### config.mk
export PLATFORM = sky130hd
export DESIGN_NAME = mem_router
export DESIGN_NICKNAME = d
export VERILOG_FILES = /design/src/rtl/configure.sv /design/src/rtl/mem_router_decode.sv /design/src/rtl/mem_router.sv
export SDC_FILE = /design/constraint.sdc
export NUM_CORES = 1
export LEC_CHECK = 0
export BUFFER_PORTS_ARGS = -buffer_cell sky130_fd_sc_hd__buf_2
export CAP_MARGIN = 20
export CORE_AREA = 2 2 121 123
export CTS_CLUSTER_DIAMETER = 80
export CTS_CLUSTER_SIZE = 24
export DETAILED_ROUTE_END_ITERATION = 16
export DIE_AREA = 0 0 123 125
export PLACE_DENSITY_LB_ADDON = 0.08
export SLEW_MARGIN = 20
export SYNTH_ARGS = -nofsm -noshare
export SYNTH_HDL_FRONTEND = slang
export SYNTH_HIERARCHICAL = 1
export SYNTH_SLANG_ARGS = --single-unit
### constraint.sdc
create_clock -name clock -period 6.6 [get_ports clock]
set_input_delay 1.32 -clock clock [delete_from_list [all_inputs] [get_ports clock]]
set_output_delay 1.32 -clock clock [all_outputs]
set_load 0.02 [all_outputs]
### src/rtl/configure.sv
// System configuration: memory map types and the default router region map.
package configure;

  localparam int unsigned RouterNslv = 4;

  typedef logic [RouterNslv-1:0][31:0] router_map_t;

  // Index order: 0 rom, 1 uart, 2 clint, 3 avl (element 0 is the rightmost word).
  localparam router_map_t router_base = {
    32'h8000_0000, 32'h0200_0000, 32'h1000_0000, 32'h0000_0000
  };
  localparam router_map_t router_top = {
    32'h9000_0000, 32'h0201_0000, 32'h1000_1000, 32'h0001_0000
  };

  typedef enum logic [1:0] {StIdle, StBusy, StErr} router_state_e;

endpackage

### src/rtl/mem_router_decode.sv
// Priority address decoder: lowest-index region containing addr wins.
module mem_router_decode #(
  parameter int unsigned            NSLV = 4,
  parameter int unsigned            IdxW = 2,
  parameter logic [NSLV-1:0][31:0]  BASE = '0,
  parameter logic [NSLV-1:0][31:0]  TOP  = '0
) (
  input  logic [31:0]     addr,
  output logic            hit,
  output logic [IdxW-1:0] index
);

  // Scan from the top so the lowest matching index is written last.
  always_comb begin
    hit   = 1'b0;
    index = '0;
    for (int i = NSLV - 1; i >= 0; i--) begin
      if (addr >= BASE[i] && addr < TOP[i]) begin
        hit   = 1'b1;
        index = IdxW'(i);
      end
    end
  end

endmodule

### src/rtl/mem_router.sv
// Routes single-outstanding memory requests to address-mapped slaves with
// decode-error, per-slave timeout and stale-slave tracking.
module mem_router
  import configure::*;
#(
  parameter int unsigned           NSLV    = 4,
  parameter int unsigned           TIMEOUT = 1023,
  parameter logic [NSLV-1:0][31:0] BASE    = configure::router_base,
  parameter logic [NSLV-1:0][31:0] TOP     = configure::router_top
) (
  input  logic                      clock,
  input  logic                      reset,
  input  logic                      memory_valid,
  input  logic                      memory_instr,
  input  logic [31:0]               memory_addr,
  input  logic [31:0]               memory_wdata,
  input  logic [3:0]                memory_wstrb,
  output logic [31:0]               memory_rdata,
  output logic                      memory_ready,
  output logic                      memory_error,
  output logic [NSLV-1:0]           slv_valid,
  output logic                      slv_instr,
  output logic [31:0]               slv_addr,
  output logic [31:0]               slv_wdata,
  output logic [3:0]                slv_wstrb,
  input  logic [NSLV-1:0][31:0]     slv_rdata,
  input  logic [NSLV-1:0]           slv_ready
);

  localparam int unsigned IdxW = (NSLV > 1) ? $clog2(NSLV) : 1;
  localparam int unsigned CntW = (TIMEOUT > 0) ? $clog2(TIMEOUT + 1) : 1;
  localparam logic [CntW:0] TimeoutVal = (CntW + 1)'(TIMEOUT);

  router_state_e   state_q, state_d;
  logic [IdxW-1:0] idx_q, idx_d;
  logic [CntW-1:0] cnt_q, cnt_d;
  logic [NSLV-1:0] stale_q, stale_d;

  logic            hit;
  logic [IdxW-1:0] hit_idx;
  logic            sel_ready;
  logic [CntW:0]   cnt_inc;
  logic            timeout_fire;
  logic            accept;

  mem_router_decode #(
    .NSLV (NSLV),
    .IdxW (IdxW),
    .BASE (BASE),
    .TOP  (TOP)
  ) u_decode (
    .addr  (memory_addr),
    .hit   (hit),
    .index (hit_idx)
  );

  assign sel_ready = slv_ready[idx_q];
  assign cnt_inc   = {1'b0, cnt_q} + {{CntW{1'b0}}, 1'b1};
  // Ready wins over a timeout landing in the same cycle.
  assign timeout_fire = (TIMEOUT != 0) && (state_q == StBusy) && !sel_ready &&
                        (cnt_inc == TimeoutVal);
  assign accept = memory_valid && hit && !stale_q[hit_idx];

  always_comb begin
    state_d = state_q;
    idx_d   = idx_q;
    cnt_d   = cnt_q;
    stale_d = stale_q;
    // A late ready from any slave other than the one being waited on revives it.
    for (int j = 0; j < NSLV; j++) begin
      if (slv_ready[j] && !(state_q == StBusy && idx_q == IdxW'(j))) stale_d[j] = 1'b0;
    end
    case (state_q)
      StIdle: begin
        if (memory_valid) begin
          if (accept) begin
            idx_d   = hit_idx;
            cnt_d   = '0;
            state_d = StBusy;
          end else begin
            state_d = StErr;
          end
        end
      end
      StBusy: begin
        if (sel_ready) begin
          state_d = StIdle;
        end else if (timeout_fire) begin
          stale_d[idx_q] = 1'b1;
          state_d        = StIdle;
        end else if (cnt_q != '1) begin
          cnt_d = cnt_q + CntW'(1);
        end
      end
      StErr:   state_d = StIdle;
      default: state_d = StIdle;
    endcase
  end

  always_ff @(posedge clock or negedge reset) begin
    if (!reset) begin
      state_q <= StIdle;
      idx_q   <= '0;
      cnt_q   <= '0;
      stale_q <= '0;
    end else begin
      state_q <= state_d;
      idx_q   <= idx_d;
      cnt_q   <= cnt_d;
      stale_q <= stale_d;
    end
  end

  always_comb begin
    memory_rdata = '0;
    memory_ready = 1'b0;
    memory_error = 1'b0;
    slv_valid    = '0;
    slv_instr    = 1'b0;
    slv_addr     = '0;
    slv_wdata    = '0;
    slv_wstrb    = '0;
    if (reset) begin
      slv_instr = memory_instr;
      slv_addr  = memory_addr - BASE[hit_idx];
      slv_wdata = memory_wdata;
      slv_wstrb = memory_wstrb;
      case (state_q)
        StIdle: if (accept) slv_valid[hit_idx] = 1'b1;
        StBusy: begin
          if (sel_ready) begin
            memory_ready = 1'b1;
            memory_rdata = slv_rdata[idx_q];
          end else if (timeout_fire) begin
            memory_ready = 1'b1;
            memory_error = 1'b1;
          end
        end
        StErr: begin
          memory_ready = 1'b1;
          memory_error = 1'b1;
        end
        default: ;
      endcase
    end
  end

endmodule

## Yosys cells after proc, flatten, opt, wreduce, memory -nomap -nowiden

Index checks and enable logic that the tools add are counted.
Widths: inputs -> output; s select.

| storage, ports and cells | value |
|---|---|
| register bits after elaboration | 18 |
| bits of input ports | 204 |
| output and inout port bits | 107 |
| word-level logic and storage cells | 118 |

| cells by class | value |
|---|---|
| add/subtract/negate cells | 3 |
| magnitude comparators | 12 |
| eq/ne operators | 13 |
| muxes and demuxes | 55 |
| bitwise logic cells | 1 |
| reduce and logical (&&, ||, !) cells | 30 |

Operators with widths:

| cell | number |
|---|---|
| $mux 32 | 7 |
| $bmux 32 s2 | 2 |
| $mux 10 | 5 |
| $ge 32x1->1 const B | 1 |
| $ge 32x26->1 const B | 1 |
| $ge 32x29->1 const B | 1 |
| $ge 32x32->1 const B | 1 |
| $lt 32x17->1 const B | 1 |
| $lt 32x26->1 const B | 1 |
| $lt 32x29->1 const B | 1 |
| $lt 32x32->1 const B | 1 |
| $sub 32x32->32 | 1 |
| $mux 4 | 7 |
| $pmux 10 s2 | 1 |
| $logic_and 1x1->1 | 18 |
| $mux 1 | 18 |
| $mux 2 | 8 |
| $add 10x1->11 const B | 1 |
| $eq 11x10->1 const B | 1 |
| $add 10x1->10 const B | 1 |
| $ne 10x10->1 const B | 1 |
| $ne 2x2->1 const B | 4 |
| $eq 2x2->1 const B | 3 |
| $logic_not 1->1 | 6 |
| 15 further kinds | 22 |

## Depth between registers and ports, before layout

Gate-level depths: netlist of the first run.

| logic depth | value |
|---|---|
| depth in word-level cells | 13 |
| gate-level depth with buffers | 10 |
| mapped depth without buffers | 10 |

## Hierarchy

Netlist of the first run, hierarchy kept.

By module, submodules not included:

| module | instances | cells an instance | area an instance (sq um) | sequential area each (sq um) |
|---|---|---|---|---|
| mem_router | 1 | 309 | 2862.7 | 450.4 |
| mem_router_decode | 1 | 17 | 125.1 | 0.0 |

## Least setup slack after synthesis of the first run

No wires, ideal clock.

| timing | value |
|---|---|
| kind | in2out |
| from | in memory_addr[17] |
| to | out slv_valid[0] |
| arrival | 3.482 ns |
| data required time | 5.280 ns |
| slack | 1.798 ns |
| stages | 7 |
| path buffers | 0 |
| path through | nor4_2 nand3_1 o21ai_1 mux4_2 nor2_1 nand2_1 nor3_1 |

| between the ends | value |
|---|---|
| word-level cells in the longest chain between the ends | 13 |
| elaborated cells on any way between the ends | 33 |
| those cells by class | order compare: 10; mux: 15; reduce/logical: 8 |

Ends and longest elaborated chain:

| what | line | source |
|---|---|---|
| start, declared | mem_router.sv:15 | `input logic [31:0] memory_addr,` |
| $ge 32x32->1 or $lt 32x32->1 (tied branches) | mem_router_decode.sv:18 | `if (addr >= BASE[i] && addr < TOP[i]) begin` |
| $logic_and 1x1->1 | mem_router_decode.sv:18 |  |
| $mux 2 (3 in a row) | mem_router_decode.sv:18 |  |
| $mux 2 * | mem_router_decode.sv:18 |  |
| net hit_idx[0] | mem_router.sv:40 | `logic [IdxW-1:0] hit_idx;` |
| $lt 2x3->1 (implied by the code) (tied with other cells) | mem_router.sv:129 | `StIdle: if (accept) slv_valid[hit_idx] = 1'b1;` |
| $logic_and 1x1->1 (implied by the code) or $mux 1 (tied branches) | mem_router.sv:129, mem_router.sv:62 |  |
| $mux 1 (implied by the code) or $logic_not 1->1 (tied branches) | mem_router.sv:129, mem_router.sv:62 |  |
| $demux 1 s2 or $logic_and 1x1->1 (tied branches) | mem_router.sv:129, mem_router.sv:62 |  |
| $mux 4 * | mem_router.sv:129 |  |
| $mux 4 * | mem_router.sv:128 | `case (state_q)` |
| $mux 4 * | mem_router.sv:123 | `if (reset) begin` |
| end, declared | mem_router.sv:21 | `output logic [NSLV-1:0] slv_valid,` |

The timed path passes the listed nets; every way through them passes the cells marked *. The select of a mux whose other input is x is not followed.

## Final worst setup path of the first run

| timing | value |
|---|---|
| from | in memory_addr[19] |
| to | out slv_addr[31] |

| between the ends | value |
|---|---|
| word-level cells in the longest chain between the ends | 10 |
| elaborated cells on any way between the ends | 20 |
| those cells by class | add/sub: 1; order compare: 8; mux: 7; reduce/logical: 4 |

Ends and longest elaborated chain:

| what | line | source |
|---|---|---|
| $ge 32x32->1 or $lt 32x32->1 (tied branches) | mem_router_decode.sv:18 |  |
| $logic_and 1x1->1 | mem_router_decode.sv:18 |  |
| $mux 2 (3 in a row) | mem_router_decode.sv:18 |  |
| $mux 2 * | mem_router_decode.sv:18 |  |
| net hit_idx[1] | mem_router.sv:40 |  |
| $bmux 32 s2 * | mem_router.sv:125 | `slv_addr = memory_addr - BASE[hit_idx];` |
| $mux 32 (implied by the code) * | mem_router.sv:125 |  |
| $sub 32x32->32 * | mem_router.sv:125 |  |
| $mux 32 * | mem_router.sv:123 |  |
| end, declared | mem_router.sv:23 | `output logic [31:0] slv_addr,` |

Marks and branches as above.

==> results of run 1 <==
==> power by group through the flow <==
stage,Sequential (µW),Clock (µW),Combinational [µW]
2_1_floorplan,163,0,190
3_3_place_gp,178,0,285
5_1_grt,185,146,315
6_report,177,139,285
3_5_place_dp,179,0,289
4_1_cts,177,144,290
==> logic make-up after synthesis <==
logic type	share of synthesized area, %
and+or+nand+nor	36.1
AOI/OAI and AO/OA	10.8
muxes	26.8
buffers and inverters	5.65
DFF	15.1
xor gates and xnor gates	2.34
adders and majority gates	3.35
==> final timing paths <==
check	start	end	slack [ns]
min in group asynchronous	reset	cnt_q[4]	1.16
min	stale_q[2]	stale_q[2]	0.50
max reg2reg	state_q[1]	cnt_q[0]	3.79
max	memory_addr[19]	slv_addr[31]	1.30
max in group asynchronous	reset	state_q[0]	4.64
min reg2reg	stale_q[2]	stale_q[2]	0.50
==> layout by cell type, fill, tap and decap left out, types with 6 or more instances in the layout <==
cell / instances
nor2b_1: 37
nor3_1: 8
ha_1: 8
nor2_1: 11
nand3_1: 16
nand2b_1: 6
buf_4: 6
dfrtp_1: 17
nand2_1: 8
mux4_2: 34
buf_2: 310
and2_1: 66
inv_1: 11
o21ai_0: 10
o211ai_1: 8
==> worst max-delay path, delay by kind of cell <==
| family | cells | cell delay (ns) |
|---|---|---|
| buf+inv | 2 | 0.28 |
| fa+ha+maj | 2 | 0.37 |
| xor+xnor | 1 | 0.18 |
| compound gates | 2 | 0.73 |
| simple gates | 5 | 1.11 |
==> sequential cells by signal, indices dropped and copies added (netlist names) <==
| register | cells |
|---|---|
| cnt_q | 10 |
| stale_q | 4 |
| state_q | 2 |
| idx_q | 2 |
==> final cells by class <==
| cell class | count | area, µm² | area share (%) |
|---|---|---|---|
| Clock buffer | 4 | 88.8 | 1.86 |
| Multi-Input combinational cell | 272 | 2370 | 49.6 |
| Sequential cell | 18 | 452 | 9.46 |
| Tap cell | 184 | 230 | 4.82 |
| Inverter | 11 | 41.3 | 0.864 |
| Timing Repair Buffer | 316 | 1600 | 33.4 |
==> stage by stage <==
stage / utilization, % / worst slack (ns) / cell area (µm²)
floorplan: - / 1.80 / 2990
detailed placement: 33.0 / 1.27 / 4690
global placement: 33.0 / 1.36 / 4690
CTS: 33.6 / 1.24 / 4780
global route: 33.6 / 1.06 / 4780
finish: 33.6 / 1.30 / 4780
==> per-layer routing <==
metal	GRT usage, %	share of wire (%)	up-vias
li1	-	-	1794
met1	19.5	41	1705
met2	27.6	51	168
met3	1.64	7.2	8
met4	2.41	0.93	0
met5	0	0	-
==> results.yml, run 1 <==
logic_synthesis:
  synth_top_area_cell: "mux4_2"
  synth.avg_cell_area_um2: 9.17
  synth_edf_count: 0
  syn-cell-area_um2: 2990
  synthArstFlopShare_pct: 100
  synth_top_area_share_pct: 25.6
  ys.flop_type: "dfrtp_1"
  synth_cell_types: 56
  synth_seq_area_share_pct: 15.1
  syn_nets: 538
  ys_ff_latch: 18
  synthCells: 326
  yosysWarnings: 6
  yosysMostFrequentCell: "and2_1"
  yosys-top-cells-count: "and2_1, nor2b_1, mux4_2"
  synthTopCellsByArea: "mux4_2, dfrtp_1, and2_1"
die:
  start_util_pct: 21.0
  rows: 44
  die-height_um: 125
  core_region_area_um2: 14200
  die_x_um: 123
  pin_count: 311
  dieArea_um2: 15400
grt:
  grt_pass1_wl_um: 18800
  grt_max_degree: 55
  grt.overflow.total: 0
  antenna_found_initial: 0
  grt_pass1_vias: 3599
  grtUsageTotal_pct: 15.2
worst_hold_path:
  hold_path.class: "reg2reg"
  hold_depth: 2
place:
  dpl.hpwl_um: 10300
  place_inst: 801
  io_buffer_count: 310
  gp_congestion: 0.922
finish:
  fillers: 1541
  final_cells: 805
  area_growth_syn_to_layout_pct: 59.9
  antenna-diode-count: 0
  drive_gt1_share_pct: 59.6
  final_nets: 834
route:
  drc: 0
  ant_nets: 0
  wire_per_inst_um: 15.4
  num_vias: 3675
  via_per_inst: 4.57
  wirelength_um: 12400
  drt_iter0_markers: 145
  drtPass1Iterations: 4
clock_network:
  worstSkewPairLatency_ns: 0.25
  cts_made_buffers: 3
  cts_setup_buffers: 0
  cts_tree: "built"
  cts-root-buf: "clkbuf_16"
  clockBufferDepth: 2
  cts.repair.resized: 0
  h-tree-depth: 1
  clk_transition_reported_paths_ns: 0.06
  clkSinkCount: 18
  cts-hold-fix-buffers: 0
sta:
  period_needed_ns: 5.30
  layout_worst_path_cycle_share_pct: 80.4
  rsz0062_at_grt: "false"
  final-setup-viol-count: 0
  fin_hold_ws_ns: 0.504
  fin_skew_ns: 0.00316
  fin_setup_tns_ns: 0
  clock.fmax_mhz: 189
  slew_viol_final: 0
  maxSlewHeadroom_pct: 45.5
  final-hold-violation-count: 0
  tightest_slew_ns: 0.818
critical_path:
  cp_max_fo: 6
  critPathLaunchType: "primary input"
  worst_ep_arrival_time_ns: 3.98
  path_cells: "buf_2, nor4_4, a41oi_1, nor2b_1, nor2b_1, ha_1, ha_1, nand2b_1, a2111oi_0, xnor2_1, and2_1, buf_2"
  cp_slowest_cell: "a2111oi_0"
  end_kind: "output pin"
  cp.required_ns: 5.28
  path_class: "in2out"
  cpPeakStageDelay_ns: 0.57
  reg2reg_depth: 8
power_and_ir_drop:
  seq_power_share_pct: 29.5
  ir_drop_uv: 79.1
  power_switching_uw: 221
  p_int_uw: 381
  total_power_uw: 601
  p_comb_share_pct: 47.4
  p_per_area_nw_per_um2: 126
  switching_share_pct: 36.7
  p_leak_uw: 0.00238
  clkPwrFrac_pct: 23.1
status:
  outcome: "finished clean"
job:
  cap_violations: 0
(Power assumes the default switching activity.)
==> run 2: changes to the inputs <==
CORE_AREA = 2 2 122 124   (was 2 2 121 123)
DIE_AREA = 0 0 124 126   (was 0 0 123 125)
clock period = 5.6 ns   (was 6.6 ns; I/O delays follow)
==> run 2 against run 1 <==
Net effect:
- global-route usage is 0.21 points lower
- worst hold slack gained 0.034 ns
- count of clock-buffer cells in the layout stayed put
- sequential power up 18%
- flip-flop and latch count unchanged
- critical path depth shrank 2
- combinational power is 20% higher
- wire length rose by 1.9%
- core utilization decreased by 0.12 points
- non-clock buffer count grew 1
- via count increased by 0.98%
- worst setup slack worse by 0.49 ns
- critical path type unchanged
- highest routed layer is now met5
==> results.yml, run 2 (same netlist as run 1, synthesis figures left out) <==
clock_network:
  cts.repair.resized: 0
  cts-root-buf: "clkbuf_16"
  clk_transition_reported_paths_ns: 0.06
  clockBufferDepth: 2
  cts-hold-fix-buffers: 0
  cts_tree: "built"
  worstSkewPairLatency_ns: 0.25
  cts_setup_buffers: 0
  h-tree-depth: 1
  cts_made_buffers: 3
  clkSinkCount: 18
grt:
  busiest_layer: "met2"
  met1_usage_pct: 15.3
  grtUsageTotal_pct: 15.0
  grt_max_degree: 60
  grt.overflow.total: 0
  antenna_found_initial: 2
  grt_pass1_wl_um: 18300
  met3_usage_pct: 3.17
  grt_pass1_vias: 3519
  use_met2_pct: 30.2
sta:
  clock.fmax_mhz: 208
  layout_worst_path_cycle_share_pct: 85.6
  final-setup-viol-count: 0
  fin_skew_ns: 0.00117
  final-hold-violation-count: 0
  tightest_slew_ns: 0.698
  fin_setup_tns_ns: 0
  period_needed_ns: 4.80
  slew_viol_final: 0
  maxSlewHeadroom_pct: 53.5
  rsz0062_at_grt: "false"
finish:
  final_nets: 835
  largest_register_ffs: 10
  drive_gt1_share_pct: 59.6
  final_common_cell: "buf_2"
  largest-register: "cnt_q"
  area_growth_syn_to_layout_pct: 60.6
  antenna-diode-count: 0
  final_cell_mix: "buf_2, and2_1, nor2b_1"
  reg_top3: "cnt_q x10, stale_q x4"
route:
  wirelength_um: 12600
  drc: 0
  num_vias: 3711
  via_per_inst: 4.60
  drtPass1Iterations: 4
  ant_nets: 0
  drt_iter0_markers: 157
  wire_per_inst_um: 15.7
critical_path:
  cp_max_fo: 6
  path_cells: "buf_2, nor4_2, nand3_1, o21ai_1, nand2b_1, ha_1, a2111oi_0, xnor2_1, and2_1, buf_2"
  critPathLaunchType: "primary input"
  worst_ep_arrival_time_ns: 3.68
  cp.required_ns: 4.48
  cp_slowest_cell: "a2111oi_0"
  end_kind: "output pin"
  path_class: "in2out"
  rr_startpoint: "state_q[1]"
  crit_top_cell: "buf_2"
  cpPeakStageDelay_ns: 0.50
  setup.worst_path.start: "memory_addr[17]"
worst_hold_path:
  hold_path.class: "reg2reg"
  hold_start: "stale_q[0]"
die:
  dieArea_um2: 15600
  core_region_area_um2: 14300
  rows: 44
  die_x_um: 124
  pin_count: 311
  start_util_pct: 20.9
  die-height_um: 126
power_and_ir_drop:
  p_per_area_nw_per_um2: 149
  p_leak_uw: 0.00239
  ir_drop_uv: 64.9
  total_power_uw: 713
place:
  io_buffer_count: 310
  gp_congestion: 0.848
  dpl.hpwl_um: 10800
status:
  outcome: "finished clean"
job:
  cap_violations: 0
-- run 2: cell count changes in the layout (fill, tap and decap cells not counted) --
cell	before	now
buf_12	0	1
-- run 2: path summary, 6_finish.rpt --
check / end / slack (ns) / cells after the start
setup reg to reg: cnt_q[0] / 2.85 / 8
max in group asynchronous: idx_q[0] / 4.19 / 1
hold reg to reg: stale_q[0] / 0.54 / 2
hold / removal: stale_q[0] / 0.54 / 2
setup / recovery: slv_addr[31] / 0.80 / 10
min in group asynchronous: cnt_q[4] / 0.91 / 1
-- run 2: cell type report --
type                            count  area (µm²)
Tap cell                          184         230
Clock buffer                        4        88.8
Timing Repair Buffer              317        1620
Multi-Input combinational cell    272        2370
Sequential cell                    18         452
Inverter                           11        41.3
Fill cell                        1548        9520
-- run 2: power breakdown --
group	leakage (µW)	internal (µW)	switching (µW)	total, µW
Clock	0.0000442	109	53.3	162
Combinational	0.00212	180	163	343
Sequential	0.000231	161	46.9	208
Total	0.00239	450	263	713
-- run 2: routing by layer --
layer	share of wire, %	up-vias
li1	-	1788
met1	33	1693
met2	54	212
met3	11	14
met4	1.1	4
met5	0.26	-
-- run 2: critical path, delay by kind of cell --
family | cells | cell delay, ns
buf+inv | 2 | 0.27
compound gates | 2 | 0.94
xor+xnor | 1 | 0.19
simple gates | 4 | 0.80
fa+ha+maj | 1 | 0.35
-- run 2: stage by stage --
stage	cells	worst slack [ns]	util, %	hold WS (ns)	cell area [µm²]
after floorplan	326	1.20	-	0.467	2990
after global placement	802	0.837	32.9	0.521	4710
after detailed placement	802	0.792	32.9	0.509	4710
after CTS	806	0.780	33.5	0.536	4800
after global routing	806	0.502	33.5	0.559	4800
final	806	0.804	33.5	0.537	4800
